### src/rtl/mw_lane_reg.sv
// mw_lane_reg: M-to-W pipeline register with a 2-entry skid buffer.
// Holds a memory read word with its byte offset and write-back control.
// Presents the head entry as four byte lanes plus a lane select for the
// W-stage 4:1 byte mux. m_ready is registered from state only, so W-stage
// back-pressure never reaches the M stage combinationally.
module mw_lane_reg #(
  parameter int DATA_W = 32,
  parameter int REG_AW = 5
) (
  input  logic              clk,
  input  logic              rst_n,
  input  logic              m_valid,
  output logic              m_ready,
  input  logic [DATA_W-1:0] m_rdata,
  input  logic [1:0]        m_addr_lo,
  input  logic [REG_AW-1:0] m_rd,
  input  logic              m_we,
  input  logic              flush,
  output logic              w_valid,
  input  logic              w_ready,
  output logic [7:0]        data_one_mux,
  output logic [7:0]        data_two_mux,
  output logic [7:0]        data_three_mux,
  output logic [7:0]        data_four_mux,
  output logic [1:0]        two_adder_mux,
  output logic [REG_AW-1:0] w_rd,
  output logic              w_we,
  output logic [1:0]        occupancy
);

  // The state encoding doubles as the occupancy count.
  localparam logic [1:0] ST_EMPTY = 2'd0;
  localparam logic [1:0] ST_ONE   = 2'd1;
  localparam logic [1:0] ST_FULL  = 2'd2;

  logic [1:0]        state_q, state_d;
  logic              m_ready_q, m_ready_d;

  logic [DATA_W-1:0] head_data_q, head_data_d;
  logic [1:0]        head_al_q, head_al_d;
  logic [REG_AW-1:0] head_rd_q, head_rd_d;
  logic              head_we_q, head_we_d;

  logic [DATA_W-1:0] skid_data_q, skid_data_d;
  logic [1:0]        skid_al_q, skid_al_d;
  logic [REG_AW-1:0] skid_rd_q, skid_rd_d;
  logic              skid_we_q, skid_we_d;

  logic              accept;
  logic              pop;

  assign w_valid = (state_q != ST_EMPTY);
  assign accept  = m_valid & m_ready_q;
  assign pop     = w_valid & w_ready;

  // Next-state and slot-load selection; flush overrides accept and pop.
  always_comb begin
    state_d     = state_q;
    head_data_d = head_data_q;
    head_al_d   = head_al_q;
    head_rd_d   = head_rd_q;
    head_we_d   = head_we_q;
    skid_data_d = skid_data_q;
    skid_al_d   = skid_al_q;
    skid_rd_d   = skid_rd_q;
    skid_we_d   = skid_we_q;
    if (flush) begin
      state_d = ST_EMPTY;
    end else begin
      case (state_q)
        ST_EMPTY: begin
          if (accept) begin
            state_d     = ST_ONE;
            head_data_d = m_rdata;
            head_al_d   = m_addr_lo;
            head_rd_d   = m_rd;
            head_we_d   = m_we;
          end
        end
        ST_ONE: begin
          if (accept && pop) begin
            // Head leaves and the new entry replaces it in the same cycle.
            head_data_d = m_rdata;
            head_al_d   = m_addr_lo;
            head_rd_d   = m_rd;
            head_we_d   = m_we;
          end else if (accept) begin
            state_d     = ST_FULL;
            skid_data_d = m_rdata;
            skid_al_d   = m_addr_lo;
            skid_rd_d   = m_rd;
            skid_we_d   = m_we;
          end else if (pop) begin
            state_d = ST_EMPTY;
          end
        end
        ST_FULL: begin
          // m_ready is low here, so only a pop can move the state.
          if (pop) begin
            state_d     = ST_ONE;
            head_data_d = skid_data_q;
            head_al_d   = skid_al_q;
            head_rd_d   = skid_rd_q;
            head_we_d   = skid_we_q;
          end
        end
        default: state_d = ST_EMPTY;
      endcase
    end
  end

  assign m_ready_d = (state_d != ST_FULL);

  // Control registers; m_ready stays low through reset and rises on the first edge after.
  always_ff @(posedge clk or negedge rst_n) begin
    if (!rst_n) begin
      state_q   <= ST_EMPTY;
      m_ready_q <= 1'b0;
    end else begin
      state_q   <= state_d;
      m_ready_q <= m_ready_d;
    end
  end

  // Entry slots; cleared on reset so no stale word can be observed afterwards.
  always_ff @(posedge clk or negedge rst_n) begin
    if (!rst_n) begin
      head_data_q <= '0;
      head_al_q   <= '0;
      head_rd_q   <= '0;
      head_we_q   <= 1'b0;
      skid_data_q <= '0;
      skid_al_q   <= '0;
      skid_rd_q   <= '0;
      skid_we_q   <= 1'b0;
    end else begin
      head_data_q <= head_data_d;
      head_al_q   <= head_al_d;
      head_rd_q   <= head_rd_d;
      head_we_q   <= head_we_d;
      skid_data_q <= skid_data_d;
      skid_al_q   <= skid_al_d;
      skid_rd_q   <= skid_rd_d;
      skid_we_q   <= skid_we_d;
    end
  end

  assign m_ready        = m_ready_q;
  assign occupancy      = state_q;
  assign data_one_mux   = head_data_q[7:0];
  assign data_two_mux   = head_data_q[15:8];
  assign data_three_mux = head_data_q[23:16];
  assign data_four_mux  = head_data_q[31:24];
  assign two_adder_mux  = head_al_q;
  assign w_rd           = head_rd_q;
  assign w_we           = w_valid & head_we_q;

endmodule

### config.mk
export PLATFORM = sky130hd
export DESIGN_NAME = mw_lane_reg
export DESIGN_NICKNAME = d
export VERILOG_FILES = /design/src/rtl/mw_lane_reg.sv
export SDC_FILE = /design/constraint.sdc
export NUM_CORES = 1
export LEC_CHECK = 0
export BUFFER_PORTS_ARGS = -buffer_cell sky130_fd_sc_hd__buf_4
export CAP_MARGIN = 20
export CORE_UTILIZATION = 45
export CTS_CLUSTER_DIAMETER = 80
export CTS_CLUSTER_SIZE = 25
export DETAILED_ROUTE_END_ITERATION = 16
export PLACE_DENSITY = 0.67
export SLEW_MARGIN = 20
export SYNTH_ARGS = -nofsm -noshare
export SYNTH_HDL_FRONTEND = slang
export SYNTH_SLANG_ARGS = --single-unit
### constraint.sdc
create_clock -name clk -period 2.7 [get_ports clk]
set_clock_uncertainty 0.15 [all_clocks]
set_input_delay 0.27 -clock clk [delete_from_list [all_inputs] [get_ports clk]]
set_output_delay 0.27 -clock clk [all_outputs]
set_load 0.03 [all_outputs]
==> impl_metrics.prom <==
# TYPE chip_impl_metric gauge
chip_impl_metric{name="route.detailed.wl_per_inst",unit="um"} 14.82
chip_impl_metric{name="clk_transition_reported_paths",unit="ns"} 0.08
chip_impl_metric{name="number_of_global_route_vias_before_repair",unit=""} 2417
chip_impl_metric{name="timing.final.crit_share",unit=""} 0.8043
chip_impl_metric{name="f_max",unit="GHz"} 0.4605
chip_impl_metric{name="synth_cell_types",unit=""} 25
chip_impl_info{name="critical_path.startpoint_type",value="input pin"} 1
chip_impl_metric{name="placement_rows",unit=""} 32
chip_impl_metric{name="initial_utilization",unit=""} 0.4713
chip_impl_metric{name="ys_seq_elements",unit=""} 83
chip_impl_metric{name="grt_start_max_net_pins",unit=""} 49
chip_impl_info{name="worstSetupEndpointType",value="flop"} 1
chip_impl_metric{name="die_width",unit="um"} 92.66
chip_impl_metric{name="post_route_cells_drive_above_1_share",unit=""} 0.3989
chip_impl_info{name="clockRootBuffer",value="clkbuf_8"} 1
chip_impl_metric{name="fp.coreArea",unit="um2"} 7848
chip_impl_metric{name="cts_max_level",unit=""} 3
chip_impl_metric{name="hold_viol_final",unit=""} 0
chip_impl_metric{name="numClockSinks",unit=""} 83
chip_impl_metric{name="worst_skew_pair.late_latency",unit="ns"} 0.35
chip_impl_metric{name="worst_pin_slew",unit="ns"} 0.7858
chip_impl_metric{name="drv_slew",unit=""} 0
chip_impl_metric{name="globalRouteOverflowTotal",unit=""} 0
chip_impl_metric{name="synth_largest_type_area_fraction",unit=""} 0.5616
chip_impl_metric{name="die_y",unit="um"} 92.66
chip_impl_metric{name="p_leak",unit="nW"} 2.288
chip_impl_info{name="grt_setup_unrepaired",value="false"} 1
chip_impl_metric{name="synthesized_cell_area",unit="um2"} 3699
chip_impl_metric{name="utilization",unit=""} 0.5985
chip_impl_metric{name="timing.slew.headroom",unit=""} 0.4762
chip_impl_metric{name="clock_buffers_created_by_tritoncts",unit=""} 9
chip_impl_metric{name="antenna_violations_before_repair",unit=""} 0
chip_impl_metric{name="viasPerCell",unit=""} 4.985
chip_impl_metric{name="synth-warning-count",unit=""} 0
chip_impl_metric{name="vdd_ir_drop_max",unit="uV"} 390.9
chip_impl_metric{name="max_cap_viol_count",unit=""} 0
chip_impl_metric{name="placedInstanceArea",unit="um2"} 4402
chip_impl_metric{name="route.vias.total",unit=""} 2383
chip_impl_metric{name="nets",unit=""} 416
chip_impl_metric{name="critPathMaxFanout",unit=""} 41
chip_impl_metric{name="cts.repair_timing.setup_buffer_count",unit=""} 0
chip_impl_metric{name="ioPinCount",unit=""} 89
chip_impl_metric{name="postSynthAreaPerCell",unit="um2"} 13.30
chip_impl_metric{name="report.final.setup_viol",unit=""} 0
chip_impl_info{name="synth_top_cells_by_area",value="dfrtp_1, mux2_4, mux2i_1"} 1
chip_impl_info{name="run_status",value="completed"} 1
chip_impl_metric{name="area_delta_synth_final",unit="%"} 27.00
chip_impl_info{name="synth_top_cell_by_area",value="dfrtp_1"} 1
chip_impl_metric{name="cp.arrival",unit="ns"} 2.25
chip_impl_metric{name="wl",unit="mm"} 7.083
chip_impl_info{name="crit_type",value="in -> reg"} 1
chip_impl_metric{name="fin_hold_ws",unit="ns"} 0.01470
chip_impl_metric{name="synth_cells",unit=""} 278
chip_impl_metric{name="detailed_place_hpwl",unit="mm"} 4.545
chip_impl_metric{name="synth.yosys.seq_area_share",unit=""} 0.5616
chip_impl_metric{name="fillCellCount",unit=""} 686
chip_impl_metric{name="clk_path_buf_depth",unit=""} 2
chip_impl_metric{name="grt_pass1_wl",unit="mm"} 11.89
chip_impl_metric{name="post_synthesis_net_count",unit=""} 323
chip_impl_metric{name="final_cell_area",unit="um2"} 4697
chip_impl_metric{name="final_antenna_net_count",unit=""} 0
chip_impl_metric{name="min_period",unit="ns"} 2.172
chip_impl_metric{name="diodes",unit=""} 0
chip_impl_metric{name="place.gp.congestion",unit=""} 0.7455
chip_impl_info{name="tritoncts",value="built"} 1
chip_impl_metric{name="drc_viols",unit=""} 0
chip_impl_metric{name="drt_iter0_drc",unit=""} 102
chip_impl_metric{name="drt_pass1_iterations",unit=""} 5
chip_impl_metric{name="power.density_cell_area",unit="nW/um2"} 767.2
chip_impl_metric{name="die_area",unit="um2"} 8586
chip_impl_info{name="hold_path.class",value="in -> reg"} 1
chip_impl_metric{name="fin_tns_setup",unit="ns"} 0
chip_impl_metric{name="port-buffer-count",unit=""} 88
chip_impl_metric{name="track_usage",unit=""} 0.1792
chip_impl_metric{name="crit_required",unit="ns"} 2.77
## where the power goes
part / leakage [nW] / switching [mW] / internal, mW
sequential: 1.02 / 0.171 / 1.55
clock: 0.0926 / 0.434 / 0.452
combinational: 1.17 / 0.482 / 0.519
## state kept, by name, summed over array words and instances (netlist names), 2 cells and up
| register | cells |
|---|---|
| head_data_q | 32 |
| occupancy | 2 |
| skid_data_q | 32 |
| w_rd | 5 |
| skid_al_q | 2 |
| skid_rd_q | 5 |
| two_adder_mux | 2 |
## logic make-up after synthesis
family | Yosys count | synth area share
muxes | 81 | 0.2723
AOI/OAI and AO/OA | 44 | 0.06394
DFF | 83 | 0.5616
buffers and inverters | 20 | 0.04195
and+or+nand+nor | 50 | 0.06022
## layout make-up
type                       count  area, um2  share of cell area
clock buffer                  12      145.1             0.03090
inverter                       1      3.754           0.0007991
clock inverter                 4      50.05             0.01066
timing repair buffer         101      820.8              0.1747
tap                          102      127.6             0.02717
sequential                    83       2077              0.4422
multi-input combinational    175       1473              0.3135
## worst paths after layout
kind | start | end | slack (ns) | cells past startpoint
worst max-delay path | flush | skid_data_q[12]$_DFFE_PN0P_ | 0.53 | 4
worst min-delay path | m_rdata[7] | skid_data_q[7]$_DFFE_PN0P_ | 0.01 | 2
worst max register to register | occupancy[0]$_DFF_PN0_ | skid_data_q[12]$_DFFE_PN0P_ | 0.53 | 3
max in group asynchronous | rst_n | head_data_q[2]$_DFFE_PN0P_ | 1.48 | 3
min in group asynchronous | rst_n | head_data_q[23]$_DFFE_PN0P_ | 0.28 | 2
worst min register to register | head_data_q[15]$_DFFE_PN0P_ | head_data_q[15]$_DFFE_PN0P_ | 0.34 | 2
## routing by layer
layer,wire (um),GRT usage
met1,3244,0.2376
met2,3394,0.2870
met3,302,0.03695
met4,141,0.07436
met5,0,0
## synthesized netlist by cell type
library cell	count
dfrtp_1	83
nand2_1	42
mux2i_1	41
mux2_4	39
o21ai_0	37
clkbuf_1	10
buf_12	4
buf_2	3
o21ai_1	3
and2_1	1
and2b_1	1
buf_4	1
buf_6	1
inv_1	1
mux2_2	1
nand2b_1	1
nand4bb_1	1
nor2_1	1
nor2b_4	1
o21a_1	1
o22a_1	1
o31a_1	1
o41a_1	1
or2_2	1
or4b_1	1
## through the flow
| step | power, mW | cells | setup slack [ns] |
|---|---|---|---|
| CTS | 3.642 | 478 | 0.5465 |
| finish | 3.604 | 478 | 0.5284 |
| floorplan | 2.363 | 278 | 0.6322 |
| global route | 3.792 | 478 | 0.4511 |
| global placement | 2.703 | 452 | 0.6262 |
| detailed placement | 2.736 | 452 | 0.5672 |
## worst max-delay path, cell delays in order
cell and delay [ns]:
dlygate4sd3_1 0.54, buf_4 0.15, or4b_4 0.82, mux2_4 0.41
## layout by cell type (no fill, tap or decap), types with 2 or more instances in the layout
cell type,synthesis,layout
buf_12,4,3
buf_4,1,88
clkbuf_1,10,2
clkbuf_8,0,10
clkinvlp_4,0,2
dfrtp_1,83,83
dlygate4sd3_1,0,10
mux2_4,39,39
mux2i_1,41,41
nand2_1,42,42
o21ai_0,37,37
o21ai_1,3,3
## timing repair
action,CTS,global route
endpoints found under the hold margin,46,0
hold buffers,10,0
gates resized for setup,0,0
(Power assumes the default switching activity.)
